File: config.mk
export PLATFORM = sky130hd
export DESIGN_NAME = add_rr_sched
export DESIGN_NICKNAME = d
export VERILOG_FILES = /design/src/rtl/add_sched_pkg.sv /design/src/rtl/add_pipe3.sv /design/src/rtl/add_rr_sched.sv
export SDC_FILE = /design/constraint.sdc
export NUM_CORES = 1
export LEC_CHECK = 0
export CORE_MARGIN = 2
export CORE_UTILIZATION = 39
export DETAILED_ROUTE_END_ITERATION = 8
export GPL_ROUTABILITY_DRIVEN = 1
export PLACE_DENSITY_LB_ADDON = 0.15
export SYNTH_ARGS = -nofsm -noshare
export SYNTH_HDL_FRONTEND = slang
export SYNTH_SLANG_ARGS = --single-unit
File: constraint.sdc
create_clock -name clk -period 10.15 [get_ports clk]
set_input_delay 2.03 -clock clk [delete_from_list [all_inputs] [get_ports clk]]
set_output_delay 2.03 -clock clk [all_outputs]
set_load 0.01 [all_outputs]
File: src/rtl/add_sched_pkg.sv
// Shared constants and round-robin helpers for the add_rr_sched slice.
package add_sched_pkg;
  localparam int NREQ = 4;
  localparam int TAGW = 2;
  localparam int LAT  = 4;

  typedef struct packed {
    logic            hit;
    logic [TAGW-1:0] idx;
  } pick_t;

  function automatic logic [TAGW-1:0] rr_next(input logic [TAGW-1:0] idx);
    return idx + TAGW'(1);
  endfunction

  // Scan from farthest to nearest so the requester closest to ptr overwrites last.
  function automatic pick_t rr_pick(input logic [NREQ-1:0] req, input logic [TAGW-1:0] ptr);
    pick_t           p;
    logic [TAGW-1:0] idx;
    p = '0;
    for (int j = NREQ - 1; j >= 0; j--) begin
      idx = ptr + TAGW'(j);
      if (req[idx]) begin
        p.hit = 1'b1;
        p.idx = idx;
      end
    end
    return p;
  endfunction
endpackage

File: src/rtl/add_pipe3.sv
// Three-stage carry-split adder: per-slice sums, then two carry-resolution stages.
// ADD_RR_CARRY_OUT_EN adds a carry output from a widened MSB slice.
module add_pipe3 #(
  parameter int WIDTH  = 28,
  parameter int WIDTH1 = 9,
  parameter int WIDTH2 = 9,
  parameter int WIDTH3 = 10
) (
  input  logic             clk,
  input  logic             reset,
  input  logic [WIDTH-1:0] a,
  input  logic [WIDTH-1:0] b,
  output logic [WIDTH-1:0] sum
`ifdef ADD_RR_CARRY_OUT_EN
  , output logic           carry
`endif
);
`ifdef ADD_RR_CARRY_OUT_EN
  localparam int MW = WIDTH3 + 1;
`else
  localparam int MW = WIDTH3;
`endif

  logic [WIDTH1:0]   q1;
  logic [WIDTH2:0]   q2, v2;
  logic [MW-1:0]     q3, v3, s3;
  logic [WIDTH1-1:0] v1, s1;
  logic [WIDTH2-1:0] s2;

  // A carry out of the middle slice leaves at most 2^W2-2 behind, so v2 and
  // q2 can never both carry into the MSB slice.
  always_ff @(posedge clk or posedge reset) begin
    if (reset) begin
      q1 <= '0; q2 <= '0; q3 <= '0;
      v1 <= '0; v2 <= '0; v3 <= '0;
      s1 <= '0; s2 <= '0; s3 <= '0;
    end else begin
      q1 <= {1'b0, a[WIDTH1-1:0]} + {1'b0, b[WIDTH1-1:0]};
      q2 <= {1'b0, a[WIDTH1 +: WIDTH2]} + {1'b0, b[WIDTH1 +: WIDTH2]};
      q3 <= MW'(a[WIDTH1+WIDTH2 +: WIDTH3]) + MW'(b[WIDTH1+WIDTH2 +: WIDTH3]);
      v1 <= q1[WIDTH1-1:0];
      v2 <= {1'b0, q2[WIDTH2-1:0]} + (WIDTH2+1)'(q1[WIDTH1]);
      v3 <= q3 + MW'(q2[WIDTH2]);
      s1 <= v1;
      s2 <= v2[WIDTH2-1:0];
      s3 <= v3 + MW'(v2[WIDTH2]);
    end
  end

  assign sum = {s3[WIDTH3-1:0], s2, s1};
`ifdef ADD_RR_CARRY_OUT_EN
  assign carry = s3[WIDTH3];
`endif
endmodule

File: src/rtl/add_rr_sched.sv
// Round-robin arbiter feeding one shared pipelined adder, with tags tracking each sum's owner.
// ADD_RR_CARRY_OUT_EN exposes res_carry, aligned with res_sum.
module add_rr_sched
  import add_sched_pkg::*;
#(
  parameter int WIDTH  = 28,
  parameter int WIDTH1 = 9,
  parameter int WIDTH2 = 9,
  parameter int WIDTH3 = 10
) (
  input  logic                  clk,
  input  logic                  reset,
  input  logic [NREQ-1:0]       req,
  input  logic [NREQ*WIDTH-1:0] x_bus,
  input  logic [NREQ*WIDTH-1:0] y_bus,
  output logic [NREQ-1:0]       gnt,
  output logic                  res_valid,
  output logic [TAGW-1:0]       res_tag,
  output logic [WIDTH-1:0]      res_sum,
  output logic [NREQ-1:0]       res_done,
  output logic                  busy
`ifdef ADD_RR_CARRY_OUT_EN
  , output logic                res_carry
`endif
);
  logic [TAGW-1:0]           ptr;
  pick_t                     pick;
  logic                      grant;
  logic [WIDTH-1:0]          a_r, b_r;
  logic [LAT-1:0]            vld;
  logic [LAT-1:0][TAGW-1:0]  tag;

  always_comb begin
    pick  = rr_pick(req, ptr);
    gnt   = '0;
    grant = 1'b0;
    if (pick.hit && !reset) begin
      gnt[pick.idx] = 1'b1;
      grant         = 1'b1;
    end
  end

  // Operand and tag regs load only on a grant, so idle slots replay the last
  // operation and res_sum/res_tag naturally hold their last value.
  always_ff @(posedge clk or posedge reset) begin
    if (reset) begin
      ptr <= '0;
      a_r <= '0;
      b_r <= '0;
      vld <= '0;
      tag <= '0;
    end else begin
      vld <= {vld[LAT-2:0], grant};
      for (int i = 1; i < LAT; i++) tag[i] <= tag[i-1];
      if (grant) begin
        ptr    <= rr_next(pick.idx);
        a_r    <= x_bus[int'(pick.idx)*WIDTH +: WIDTH];
        b_r    <= y_bus[int'(pick.idx)*WIDTH +: WIDTH];
        tag[0] <= pick.idx;
      end
    end
  end

  add_pipe3 #(
    .WIDTH (WIDTH),
    .WIDTH1(WIDTH1),
    .WIDTH2(WIDTH2),
    .WIDTH3(WIDTH3)
  ) u_pipe (
    .clk  (clk),
    .reset(reset),
    .a    (a_r),
    .b    (b_r),
    .sum  (res_sum)
`ifdef ADD_RR_CARRY_OUT_EN
    , .carry(res_carry)
`endif
  );

  assign res_valid = vld[LAT-1];
  assign res_tag   = tag[LAT-1];
  assign res_done  = res_valid ? ({{(NREQ-1){1'b0}}, 1'b1} << res_tag) : '0;
  assign busy      = |vld;
endmodule

Word-level counts from Yosys, hierarchy flattened
Index checks and enable logic that the tools add are counted.
{"block": "totals", "reg_bits": 157, "inputBits": 230, "output_inout_bits": 40, "word_cells": 58}
{"block": "classes", "addsub": 10, "multipliers": 1, "n_lt_le_gt_ge": 6, "shift": 3, "muxes": 17, "reduce_logical": 4}
{"cell": "112-bit by 32-bit variable part select with 28-bit output", "count": 1}
{"cell": "112-bit by 8-bit variable part select with 28-bit output", "count": 1}
{"cell": "10-bit by 1-bit adder with 10-bit output", "count": 2}
{"cell": "9-bit by 9-bit adder with 10-bit output", "count": 2}
{"cell": "2-bit by 3-bit < comparator with 1-bit output (second input constant)", "count": 5}
{"cell": "3-bit two-way mux", "count": 4}
{"cell": "10-bit adder", "count": 1}
{"cell": "9-bit by 1-bit adder with 10-bit output", "count": 1}
{"cell": "1-bit binary-select mux with 2-bit select", "count": 4}
{"cell": "4-bit two-way mux", "count": 2}
{"cell": "1-bit two-way mux", "count": 6}
{"cell": "2-bit by 3-bit multiplier with 5-bit output (second input constant)", "count": 1}
{"cell": "2-bit by 1-bit adder with 2-bit output (second input constant)", "count": 2}
{"cell": "2-bit adder (second input constant)", "count": 2}
{"cell": "4-bit OR reduction", "count": 1}
{"cell": "1-bit by 2-bit << shifter with 4-bit output (first input constant)", "count": 1}
{"cell": "1-bit demux with 2-bit select", "count": 1}
{"cell": "2-bit by 1-bit >= comparator with 1-bit output (second input constant)", "count": 1}
{"cell": "1-bit logical AND", "count": 2}
{"cell": "1-bit logical NOT", "count": 1}

Depth between registers and ports, before layout
{"block": "depth", "depth_word": 12, "mapped_depth": 8, "mapped_depth_nobuf": 8}

Cells and area by module
From an unflattened synthesis, not the netlist that was laid out.
{"block": "unflattened", "cells_unflattened": 742, "hier_area_um2": 8303.0}
{"mod": "add_rr_sched", "instances": 1, "cells_per_inst": 447, "area_per_inst_um2": 4544.4, "seq_area_each_um2": 1751.7}
{"mod": "add_pipe3", "instances": 1, "cells_per_inst": 295, "area_per_inst_um2": 3758.6, "seq_area_each_um2": 2177.1}

Least setup slack after synthesis
No wires, ideal clock.
{"block": "synth_timing", "kind": "input port to output port", "start": "input req[0]", "end": "output gnt[0]", "t_arrival_ps": 3307, "t_required_ps": 8120, "slack_ps": 4813, "cell_stages": 8, "n_path_buf": 2, "path_cell_list": "a21oi_1 -> o21a_1 -> o22a_1 -> clkbuf_1 -> buf_2 -> inv_1 -> ha_1 -> and2_1"}
{"element": "start: declaration", "line_no": "add_rr_sched.sv:13", "rtl": "input logic [NREQ-1:0] req,"}
{"element": "end: declaration", "line_no": "add_rr_sched.sv:16", "rtl": "output logic [NREQ-1:0] gnt,"}

==> out/metrics.yaml <==
status: "complete, no violations"
start_util_pct: 39.65
core_region_area_um2: 20960
hold_path_depth: 0
async_reset_ff_share_pct: 100.0
worstSkewPairLatency_ns: 0.43
rows: 53
p_leak_nw: 4.666
gp_congestion: 0.8380
clock_path_buffers: 2
path_clk_slew_ns: 0.07
dpl.cell_count: 1284
first_iter_violations: 330
root_buffer: "clkbuf_16"
die_y_um: 150.0
drc: 0
area_delta_synth_final_pct: 41.59
relSlewSlack_pct: 27.85
ctsHoldBuffers: 0
regArea_um2: 3929
most-common-layout-cells: "clkdlybuf4s50_1, dfrtp_1, nor2_1"
synth_area_leaders: "dfrtp_1, and4_1, a221oi_1"
hold_end: "u_pipe.v1[6]$_DFF_PP0_"
syn_area_per_cell_um2: 10.39
grt_max_degree: 113
fin_nets: 1298
grt_pass1_wl_um: 39160
fp.dieW_um: 150.0
drive_gt1_share_pct: 5.192
hold_viol_final: 0
fillers: 1904
power.density_nw_per_um2: 244.9
fin_crit_sh_pct: 75.00
synth-edff-count: 0
via_count: 7132
crit_chain: "clkdlybuf4s50_1 > mux2_4 > nand2_2 > buf_4 > and3_4 > clkinv_2 > buf_4 > ha_1 > and2_1 > clkdlybuf4s50_1"
seq_area_frac_synth_pct: 47.28
dr.pass1.iters: 4
routed_wl_um: 25010
antenna_found_initial: 2
synth_top_cell_area_share_pct: 47.28
skew_ns: 0.01344
reg2reg_to: "b_r[19]$_DFFE_PP0P_"
netlist_area_um2: 8309
routed_via_density: 5.411
r2r_setup_slack_ns: 6.39
wl_per_cell_um: 18.98
layout_commonest_cell: "clkdlybuf4s50_1"
ctsResizeCount: 0
min_period_ns: 7.613
ys_types: 46
worst_path_largest_cell_delay_ns: 0.56
fin_cells: 1318
die-area_um2: 22490
port_buffers: 269
rsz0062_at_grt: "no"
drv_slew: 0
tritoncts: "done"
ant_nets: 0
grt_pass1_vias: 7240
fmaxAchievable_mhz: 131.4
grt_usage_pct: 22.77
yosys_warnings: 0
whs_ns: 0.3421
synth_top_area_cell: "dfrtp_1"
crit_type: "in2out"
endpoint_kind: "output pin"
yosys_most_used_dff: "dfrtp_1"
setup_viol: 0
hpwl_um: 17790
reg2reg_from: "ptr[1]$_DFFE_PP0P_"
cts_htree_levels: 4
critPathArrivalTime_ns: 5.58
grt_overflow_total: 0
cp.required_ns: 8.12
cts_setup_buffers: 0
cts-buffers-inserted: 17
cp_max_fo: 70
hold_path_class: "reg2reg"
synth_fp_nets: 1070
hold_start: "u_pipe.q1[6]$_DFF_PP0_"
io_pins: 270
synth-seq-cells: 157
crit_family: "buffers and inverters"
cp_num_cells: 10
critPathLaunchType: "input pin"
multi_input_area_um2: 4019
crit_slowest_cell: "buf_4"
worstMarginPinSlew_ns: 1.082
setup-tns-final_ns: 0
drv_cap: 0
r2r_cells: 8
synth_cells: 800
clock_sinks: 157
critical_path_buf_inv_count: 5
fin_util_pct: 56.14
ir_drop_v: 0.0001215
-- worst reg2reg max path, cell delays in order (launching register included) --
cell and delay (ns):
dfrtp_1 0.51, mux2_4 0.33, nand2_2 0.06, buf_4 0.43
and3_4 0.34, clkinv_2 0.45, buf_4 0.57, a2111oi_0 0.81
a211oi_1 0.09
-- through the flow --
stage | worst slack [ns] | area, um^2 | power (mW)
6_report | 2.537 | 11770 | 2.881
5_1_grt | 2.335 | 11760 | 3.096
4_1_cts | 2.562 | 11760 | 2.906
3_5_place_dp | 2.561 | 11130 | 2.225
3_3_place_gp | 2.577 | 11130 | 2.199
2_1_floorplan | 3.885 | 8309 | 1.780
-- how the worst max path moves through the flow --
stage,start,to
after floorplan,reset,a_r[0]$_DFFE_PP0P_
after global placement,req[0],gnt[2]
after detailed placement,req[0],gnt[2]
after CTS,req[0],gnt[0]
after global routing,req[0],gnt[2]
final,req[0],gnt[0]
-- sequential cells by signal, indices dropped and copies added (netlist names) --
register	cells
vld	4
u_pipe.q2	10
u_pipe.s3	10
u_pipe.v2	10
a_r	28
u_pipe.q1	10
res_tag	2
b_r	28
u_pipe.s1	9
u_pipe.q3	10
u_pipe.s2	9
u_pipe.v3	10
u_pipe.v1	9
ptr	2
tag	6
-- logic make-up after synthesis --
logic type               synth area share [%]
XOR/XNOR                                4.743
AND/OR/NAND/NOR                         20.98
buffers and inverters                   4.608
multiplexers                           0.1806
AO/OA/AOI/OAI                           15.92
flip-flops                              47.28
adder cells (fa/ha/maj)                 6.294
-- final cells by class --
cell class	instances	area share [%]
multi-input cells	555	34.16
flip-flops and latches	157	33.39
repair buffers	278	23.46
clock buffers	17	3.616
well taps	275	2.925
clock inverters	14	1.723
inverters	19	0.6594
diodes	3	0.06381
-- synthesized netlist by cell type (3+ instances only) --
library cell,number
nand3_1,13
a21o_1,5
fa_1,3
o21ai_0,12
xor2_1,16
a211oi_1,6
and3_1,6
xnor2_1,29
buf_2,23
a21oi_1,18
clkbuf_1,39
dfrtp_1,157
a2111oi_0,55
ha_1,37
and2_1,61
nand2_1,22
inv_1,17
and4_1,57
a221oi_1,56
nor2_1,70
nor2b_1,6
nor3_1,54
-- report_power, final --
part           leakage [nW]  switching [mW]  total (mW)  internal (mW)
combinational          2.55           0.584        1.14          0.560
clock                 0.305           0.274       0.671          0.397
sequential             1.81           0.161        1.07          0.906
-- per-layer routing --
layer | wire length (um) | global-route usage, % | up-vias
li1 | - | - | 3466
met1 | 10940 | 31.05 | 3421
met2 | 12090 | 35.84 | 222
met3 | 1563 | 5.061 | 23
met4 | 419 | 7.830 | 0
met5 | 0 | 0 | -
Power figures use the tool's default switching activity.
